$ cat src/rtl/riscv_core_icache_axi_refill.sv
// I-cache refill engine: turns a line-aligned miss request into a single
// AXI4 INCR read burst. It assembles the returned beats into one cache line
// and reports completion with a one-cycle done pulse and an error flag.
module riscv_core_icache_axi_refill #(
  parameter int ADDR_WIDTH     = 64,
  parameter int LINE_WIDTH     = 256,
  parameter int AXI_DATA_WIDTH = 64,
  parameter logic [3:0] AXI_ID = 4'd0
) (
  input  logic                      i_clk,
  input  logic                      i_rst,
  input  logic                      i_mem_req,
  input  logic [ADDR_WIDTH-1:0]     i_addr,
  output logic                      o_mem_done,
  output logic                      o_mem_err,
  output logic [LINE_WIDTH-1:0]     o_line_data,
  output logic                      o_arvalid,
  input  logic                      i_arready,
  output logic [ADDR_WIDTH-1:0]     o_araddr,
  output logic [7:0]                o_arlen,
  output logic [2:0]                o_arsize,
  output logic [1:0]                o_arburst,
  output logic [3:0]                o_arid,
  input  logic                      i_rvalid,
  output logic                      o_rready,
  input  logic [AXI_DATA_WIDTH-1:0] i_rdata,
  input  logic [1:0]                i_rresp,
  input  logic                      i_rlast
);

  localparam int BEATS = LINE_WIDTH / AXI_DATA_WIDTH;
  localparam int CW    = (BEATS > 1) ? $clog2(BEATS) : 1;
  localparam logic [CW-1:0] LAST_BEAT = CW'(BEATS - 1);
  // Clears the byte-offset bits of a 32-byte line address.
  localparam logic [ADDR_WIDTH-1:0] LINE_MASK = ~ADDR_WIDTH'(31);

  typedef enum logic [1:0] {
    S_IDLE = 2'd0,
    S_AR   = 2'd1,
    S_R    = 2'd2,
    S_DONE = 2'd3
  } state_t;

  state_t          state;
  logic [CW-1:0]   beat_cnt;
  logic            err_flag;
  logic            beat_fire;
  logic            is_last;
  logic            beat_err;

  assign o_arlen   = 8'(BEATS - 1);
  assign o_arsize  = 3'($clog2(AXI_DATA_WIDTH / 8));
  assign o_arburst = 2'b01;
  assign o_arid    = AXI_ID;

  // Per-beat handshake and protocol error detection. An RLAST flag on the
  // wrong beat is an error, but the beat counter still decides when the burst ends.
  always_comb begin
    beat_fire = i_rvalid & o_rready;
    is_last   = (beat_cnt == LAST_BEAT);
    beat_err  = (i_rresp != 2'b00) | (i_rlast != is_last);
  end

  // Refill FSM with all handshake and result outputs registered.
  always_ff @(posedge i_clk) begin
    if (i_rst) begin
      state       <= S_IDLE;
      o_arvalid   <= 1'b0;
      o_rready    <= 1'b0;
      o_mem_done  <= 1'b0;
      o_mem_err   <= 1'b0;
      o_araddr    <= '0;
      o_line_data <= '0;
      beat_cnt    <= '0;
      err_flag    <= 1'b0;
    end else begin
      o_mem_done <= 1'b0;
      o_mem_err  <= 1'b0;
      case (state)
        S_IDLE: begin
          if (i_mem_req) begin
            o_araddr  <= i_addr & LINE_MASK;
            err_flag  <= 1'b0;
            beat_cnt  <= '0;
            o_arvalid <= 1'b1;
            state     <= S_AR;
          end
        end
        S_AR: begin
          if (i_arready) begin
            o_arvalid <= 1'b0;
            o_rready  <= 1'b1;
            state     <= S_R;
          end
        end
        S_R: begin
          if (beat_fire) begin
            o_line_data[beat_cnt*AXI_DATA_WIDTH +: AXI_DATA_WIDTH] <= i_rdata;
            beat_cnt <= beat_cnt + 1'b1;
            err_flag <= err_flag | beat_err;
            if (is_last) begin
              o_rready   <= 1'b0;
              o_mem_done <= 1'b1;
              o_mem_err  <= err_flag | beat_err;
              state      <= S_DONE;
            end
          end
        end
        S_DONE: begin
          // The request is ignored here; the controller drops it on seeing done.
          state <= S_IDLE;
        end
        default: state <= S_IDLE;
      endcase
    end
  end

endmodule

$ cat config.mk
export PLATFORM = sky130hd
export DESIGN_NAME = riscv_core_icache_axi_refill
export DESIGN_NICKNAME = d
export VERILOG_FILES = /design/src/rtl/riscv_core_icache_axi_refill.sv
export SDC_FILE = /design/constraint.sdc
export NUM_CORES = 1
export LEC_CHECK = 0
export BUFFER_PORTS_ARGS = -buffer_cell sky130_fd_sc_hd__buf_2
export CORE_AREA = 4 4 182 184
export DETAILED_ROUTE_END_ITERATION = 8
export DIE_AREA = 0 0 186 188
export PLACE_DENSITY = 0.68
export SKIP_LAST_GASP = 1
export SLEW_MARGIN = 10
export SYNTH_ARGS = -nofsm -noshare
export SYNTH_HDL_FRONTEND = slang
export SYNTH_SLANG_ARGS = --single-unit
$ cat constraint.sdc
create_clock -name i_clk -period 1.9 [get_ports i_clk]
set_input_delay 0.095 -clock i_clk [delete_from_list [all_inputs] [get_ports i_clk]]
set_output_delay 0.095 -clock i_clk [all_outputs]
set_load 0.005 [all_outputs]
==> results.toml, run 1 <==
[outcome]
status = "complete, no violations"

[setup_path]
cp_max_fo = 33
cpPeakStageDelay_ns = 0.40
worstPathCellList = "inv_1 > ha_2 > nor4b_4 > buf_4 > buf_12 > nand3_1 > a21oi_1"
critPathLaunchType = "flip-flop"
cp_data_arrival_time_ns = 2.22
path_buf_inv = 3
required_ns = 2.32
cp-end-kind = "flip-flop"
critPathTopFamily = "buffers and inverters"
slowest_stage = "ha_2"
crit_type = "reg2reg"

[die]
die_x_microns = 186
start_util_pct = 38.9
pin_count = 477
die_area_sq_mm = 0.0350
coreArea_sq_mm = 0.0314
die_h_microns = 188
num_rows = 65

[synthesis]
ys_types = 34
ys_seq_elements = 324
netlist_instances = 1488
synthXorXnorAreaFrac_pct = 0.0718
synth_area_sq_mm = 0.0122
ys_seq_area_share_pct = 53.1
muxShareOfSynthArea_pct = 0.0820
ys_warn_count = 0
synth-simple-area-share_pct = 24.1
synth_compound_area_share_pct = 13.6
synthAdderAreaFrac_pct = 1.03
synth.avg_cell_area_sq_um = 8.20
synth_top_family_by_area = "simple AND/OR/NAND/NOR gates"

[sta]
final.setup_skew_ns = 0.0244
maxSlewViolCount = 0
finalCritPeriodShare_pct = 94.5
tightest_slew_ns = 0.602
hold_viol = 0
worst_slack_ns = 0.104
final-setup-viol-count = 0
fmax_mhz = 557
rsz0062_at_grt = "true"
min_period_ns = 1.80
slew_headroom_pct = 59.9

[global_routing]
grt.busiest_layer = "met2"
grt_util_met3_pct = 5.92
antenna_found_initial = 0
grt_pass1_wl_microns = 69800
track_usage_pct = 24.7
grt_pass1_vias = 12633
grt_max_degree = 122
grt_use_met2_pct = 40.8
globalRouteOverflowTotal = 0
met1_usage_pct = 30.4

[route]
routed_via_density = 5.30
drt_iter0_drc = 909
ant_nets = 0
first_pass_iters = 5
avgRoutedWirePerCell_microns = 19.0
drt_wl_total_microns = 46200
drc = 0
vias = 12904

[flow_run]
max_cap_viol_count = 0

[layout]
diodes = 0
syn2layout_area_growth_pct = 41.9
fin_nets = 2156
stdcell_area_sq_mm = 0.0173
layout-drive-gt1-share_pct = 27.7

[worst_hold_path]
hold_class = "in2reg"

[clock_tree]
cts_tree = "yes"
insertion_delay_ns = 0.51
cts_buffer_depth = 3
cts_buffers = 35
root_buffer = "clkbuf_16"
clock_sinks = 324
path_clk_slew_ns = 0.07
htreeDepth = 2

[place]
dpl_cell_area_sq_mm = 0.0148
hpwlAfterDp_microns = 28600
port_buffers = 449
gp_congestion = 0.855
preCtsSetupSlack_ns = -0.0190

[power_and_ir_drop]
p_per_area_mw_per_mm2 = 945
leakage_nw = 7.32
irDropWorstVdd_uv = 833
==> routing by layer <==
layer	vias to the layer above	share of wire, %
li1	6010	-
met1	6006	38
met2	745	47
met3	143	10
met4	0	5.0
met5	-	0
==> repair_timing <==
action | 4_1_cts | 5_1_grt
setup buffers | 1 | 1
endpoints found under the setup margin | 24 | 120
resized for setup | 0 | 4
hold buffers | 127 | 0
pin swaps | 1 | 0
cloned | 0 | 2
hold endpoints to repair | 319 | 0
==> cells by family (layout without fill, tap and decap cells) <==
group	after synthesis	after routing
buffers and inverters	160	685
other	2	22
XOR/XNOR	1	1
AND/OR/NAND/NOR	663	663
AO/OA/AOI/OAI	327	327
multiplexers	1	1
flip-flops	324	324
adder cells (fa/ha/maj)	10	10
==> layout make-up <==
cell class	count	area, sq um
multi-input combinational	1024	4890
sequential	324	6490
clock buffer	48	995
tap	402	503
fill	2808	14100
clock inverter	12	191
inverter	6	22.5
timing repair buffer	619	4230
==> path summary, 6_finish.rpt <==
check	from	end	slack, ns	cells after the start
worst max-delay path	beat_cnt[1]$_SDFFE_PP0P_	o_line_data[159]$_SDFFE_PP0P_	0.10	7
worst min-delay path	i_rlast	o_mem_err$_SDFF_PP0_	0.03	4
worst max register to register	beat_cnt[1]$_SDFFE_PP0P_	o_line_data[159]$_SDFFE_PP0P_	0.10	7
worst min register to register	o_line_data[101]$_SDFFE_PP0P_	o_line_data[101]$_SDFFE_PP0P_	0.45	2
==> sequential cells by signal, indices dropped and copies added, names as in the netlist <==
signal       flops
o_mem_err        1
state            2
o_mem_done       1
o_line_data    256
err_flag         1
o_rready         1
o_araddr        59
beat_cnt         2
o_arvalid        1
==> tightest hold or removal path: stages <==
cell and delay (ns):
buf_2 0.11, xor2_1 0.12, nor4_1 0.07, nor2b_1 0.10
==> cells in the mapped netlist <==
cell        n  area share [%]
a21oi_1   318              13
a221oi_1    1           0.072
a31oi_1     1           0.051
and2_1      2            0.10
and4_1      3            0.22
and4_2      1           0.082
and4b_1     1           0.082
and4bb_2    2            0.21
buf_1       4            0.12
buf_12      6            0.98
buf_2      28             1.1
buf_4      48             3.0
buf_6       7            0.65
clkbuf_1   61             1.9
conb_1      2           0.062
dfxtp_1   324              53
ha_1       10             1.0
inv_1       6            0.18
mux2i_1     1           0.082
nand2_1   378              12
nand2b_1    5            0.26
nand3_1   261              11
nand4_2     4            0.41
nor2_1      1           0.031
nor2b_1     2            0.10
nor4_1      1           0.051
nor4b_2     2            0.25
o211ai_1    1           0.062
o21a_1      1           0.062
o21ai_0     1           0.041
o21bai_1    1           0.062
o31ai_1     2            0.12
o32ai_1     1           0.072
xor2_1      1           0.072
==> power breakdown <==
part           switching [W]  internal, W
clock network        0.00276      0.00434
registers           0.000153      0.00705
logic                0.00122     0.000844
total                0.00413       0.0122
==> layout by cell type (no fill, tap or decap), types with 2 or more instances in the layout <==
master and instances:
buf_2 448, nand2_1 377, dfxtp_1 324, a21oi_1 318
nand3_1 261, dlygate4sd3_1 127, clkbuf_16 37, buf_12 27
conb_1 22, buf_4 13, ha_1 7, clkbuf_8 7
inv_1 6, clkbuf_1 6, nand2b_1 5, clkinv_2 5
bufinv_16 5, nand4_4 4, and4_2 4, ha_2 3
nor4b_4 2, and4bb_2 2, nor2b_1 2, o31ai_1 2
==> through the flow <==
step / setup TNS [ns] / hold slack (ns) / power (W) / std cells / utilization [%]
2_1_floorplan: 0 / 0.231 / 0.00834 / 1508 / -
3_3_place_gp: 0 / 0.338 / 0.00910 / 2244 / 47.1
3_5_place_dp: -0.0190 / 0.341 / 0.00913 / 2244 / 47.1
4_1_cts: -0.00885 / 0.00583 / 0.0164 / 2432 / 55.0
5_1_grt: -0.000396 / 0.0513 / 0.0170 / 2435 / 55.2
6_report: 0 / 0.0264 / 0.0164 / 2435 / 55.2
No activity file was read; power rests on OpenSTA's default activity.
==> run 2: changes to the inputs <==
--- a/config.mk
+++ b/config.mk
@@ -6,10 +6,10 @@
 export NUM_CORES = 1
 export LEC_CHECK = 0
 export BUFFER_PORTS_ARGS = -buffer_cell sky130_fd_sc_hd__buf_2
-export CORE_AREA = 4 4 182 184
+export CORE_AREA = 4 4 185 187
 export DETAILED_ROUTE_END_ITERATION = 8
-export DIE_AREA = 0 0 186 188
-export PLACE_DENSITY = 0.68
+export DIE_AREA = 0 0 189 191
+export PLACE_DENSITY = 0.67
 export SKIP_LAST_GASP = 1
 export SLEW_MARGIN = 10
 export SYNTH_ARGS = -nofsm -noshare
==> run 2 against run 1 <==
Compared with the run above: sequential power hardly changed; final cell count is 1.6% higher; critical path type unchanged; non-clock buffer count is 4 lower.
==> results.toml, run 2 (synthesized netlist as in run 1, its figures left out) <==
[clock_tree]
insertion_delay_ns = 0.51
cts_tree = "yes"
root_buffer = "clkbuf_16"
cts_buffers = 36
cts_buffer_depth = 3
clock_sinks = 324
htreeDepth = 2
path_clk_slew_ns = 0.06
cts_setup_buffers = 0

[global_routing]
grt_pass1_vias = 12415
globalRouteOverflowTotal = 0
antenna_found_initial = 0
grt_pass1_wl_microns = 69900
track_usage_pct = 23.8
grt_max_degree = 159

[route]
drt_wl_total_microns = 45600
drt_iter0_drc = 768
vias = 12737
avgRoutedWirePerCell_microns = 18.4
first_pass_iters = 6
drc = 0
routed_via_density = 5.15
ant_nets = 0

[setup_path]
slowest_stage = "dfxtp_1"
critPathLaunchType = "flip-flop"
crit_type = "reg2reg"
worstPathCellList = "inv_2 > ha_4 > nor4b_4 > buf_4 > buf_12 > nand3_1 > a21oi_1"
cp_data_arrival_time_ns = 2.19
rrSetupSlack_ns = 0.13
cp-end-kind = "flip-flop"
cp_max_fo = 28
cpPeakStageDelay_ns = 0.39
path_buf_inv = 3
required_ns = 2.32
critPathTopFamily = "buffers and inverters"

[sta]
hold_viol = 0
slew_headroom_pct = 47.6
finalCritPeriodShare_pct = 93.4
rsz0062_at_grt = "false"
worst_slack_ns = 0.126
final-setup-viol-count = 0
fmax_mhz = 564
min_period_ns = 1.77
setup_tns_ns = 0
maxSlewViolCount = 0
tightest_slew_ns = 0.786
final.setup_skew_ns = 0.0145

[place]
port_buffers = 449
preCtsSetupSlack_ns = -0.0126
gp_congestion = 0.854
dpl_cell_area_sq_mm = 0.0147
hpwlAfterDp_microns = 29300

[die]
die_h_microns = 191
die_area_sq_mm = 0.0361
die_x_microns = 189
start_util_pct = 37.6
coreArea_sq_mm = 0.0325
pin_count = 477
num_rows = 66

[layout]
final_core_util_pct = 53.2
reg.largest.list = "o_line_data: 256 flops, o_araddr: 59 flops"
top_register = "o_line_data"
fillers = 2922
fin_nets = 2153
mostFrequentLayoutCell = "buf_2"
syn2layout_area_growth_pct = 41.6
diodes = 0
most-common-layout-cells = "448 x buf_2, 378 x nand2_1, 324 x dfxtp_1"
largest_register_ffs = 256
stdcell_area_sq_mm = 0.0173
layout-drive-gt1-share_pct = 27.6

[flow_run]
max_cap_viol_count = 0

[power_and_ir_drop]
p_per_area_mw_per_mm2 = 942
leakage_nw = 7.28
irDropWorstVdd_uv = 1010
total_power_w = 0.0163

[worst_hold_path]
hold_class = "in2reg"

[outcome]
status = "complete, no violations"
run 2: cell count changes in the layout (fill, tap and decap cells not counted), sizes merged:
cell	previous run	this run
clkbuf	50	55
buf	490	487
bufinv	5	2
clkinv	5	6
clkinvlp	1	0
run 2: path summary, 6_finish.rpt:
| check | cells past startpoint | end | startpoint |
|---|---|---|---|
| min reg2reg | 2 | o_line_data[35]$_SDFFE_PP0P_ | o_line_data[35]$_SDFFE_PP0P_ |
| min | 3 | o_line_data[134]$_SDFFE_PP0P_ | i_rst |
| max | 7 | o_line_data[182]$_SDFFE_PP0P_ | beat_cnt[1]$_SDFFE_PP0P_ |
| max reg2reg | 7 | o_line_data[182]$_SDFFE_PP0P_ | beat_cnt[1]$_SDFFE_PP0P_ |
run 2: worst register-to-register path: cells and delay by family, from the launching register on:
kind                       cells  cell delay [ns]
and+or+nand+nor                2             0.35
AOI/OAI and AO/OA              1             0.17
DFF                            1             0.39
adders and majority gates      1             0.31
buffers and inverters          3             0.47
run 2: area by class of cell:
cell class              count  area [sq um]  share of cell area, %
flip-flops and latches    324          6490                   37.5
repair buffers            615          4100                   23.7
inverters                   6          22.5                  0.130
multi-input cells        1024          4910                   28.4
clock buffers              54          1090                   6.32
clock inverters             9           110                  0.637
well taps                 442           553                   3.20
run 2: metal layers:
layer / track usage, % / vias up / wire length (microns)
met1: 29.6 / 5970 / 17600
met4: 8.63 / 0 / 1570
li1: - / 6008 / -
met5: 0 / - / 0
met2: 40.4 / 666 / 22000
met3: 5.81 / 93 / 4370
run 2: report_power, final:
part	leakage, nW	internal, W	switching [W]
sequential	2.62	0.00705	0.000153
combinational	4.06	0.000846	0.00121
clock	0.594	0.00425	0.00276
total	7.28	0.0121	0.00413
run 2: timing repair:
action                                  CTS  global route
gates cloned                              0             1
endpoints found under the setup margin   35           251
gates resized for setup                   2             8
hold endpoints to repair                319             0
hold buffers                            127             0
run 2: stage by stage:
step	cells	hold WS [ns]
floorplan	1508	0.231
global placement	2283	0.335
detailed placement	2283	0.341
CTS	2473	0.0893
global route	2474	0.124
finish	2474	0.102
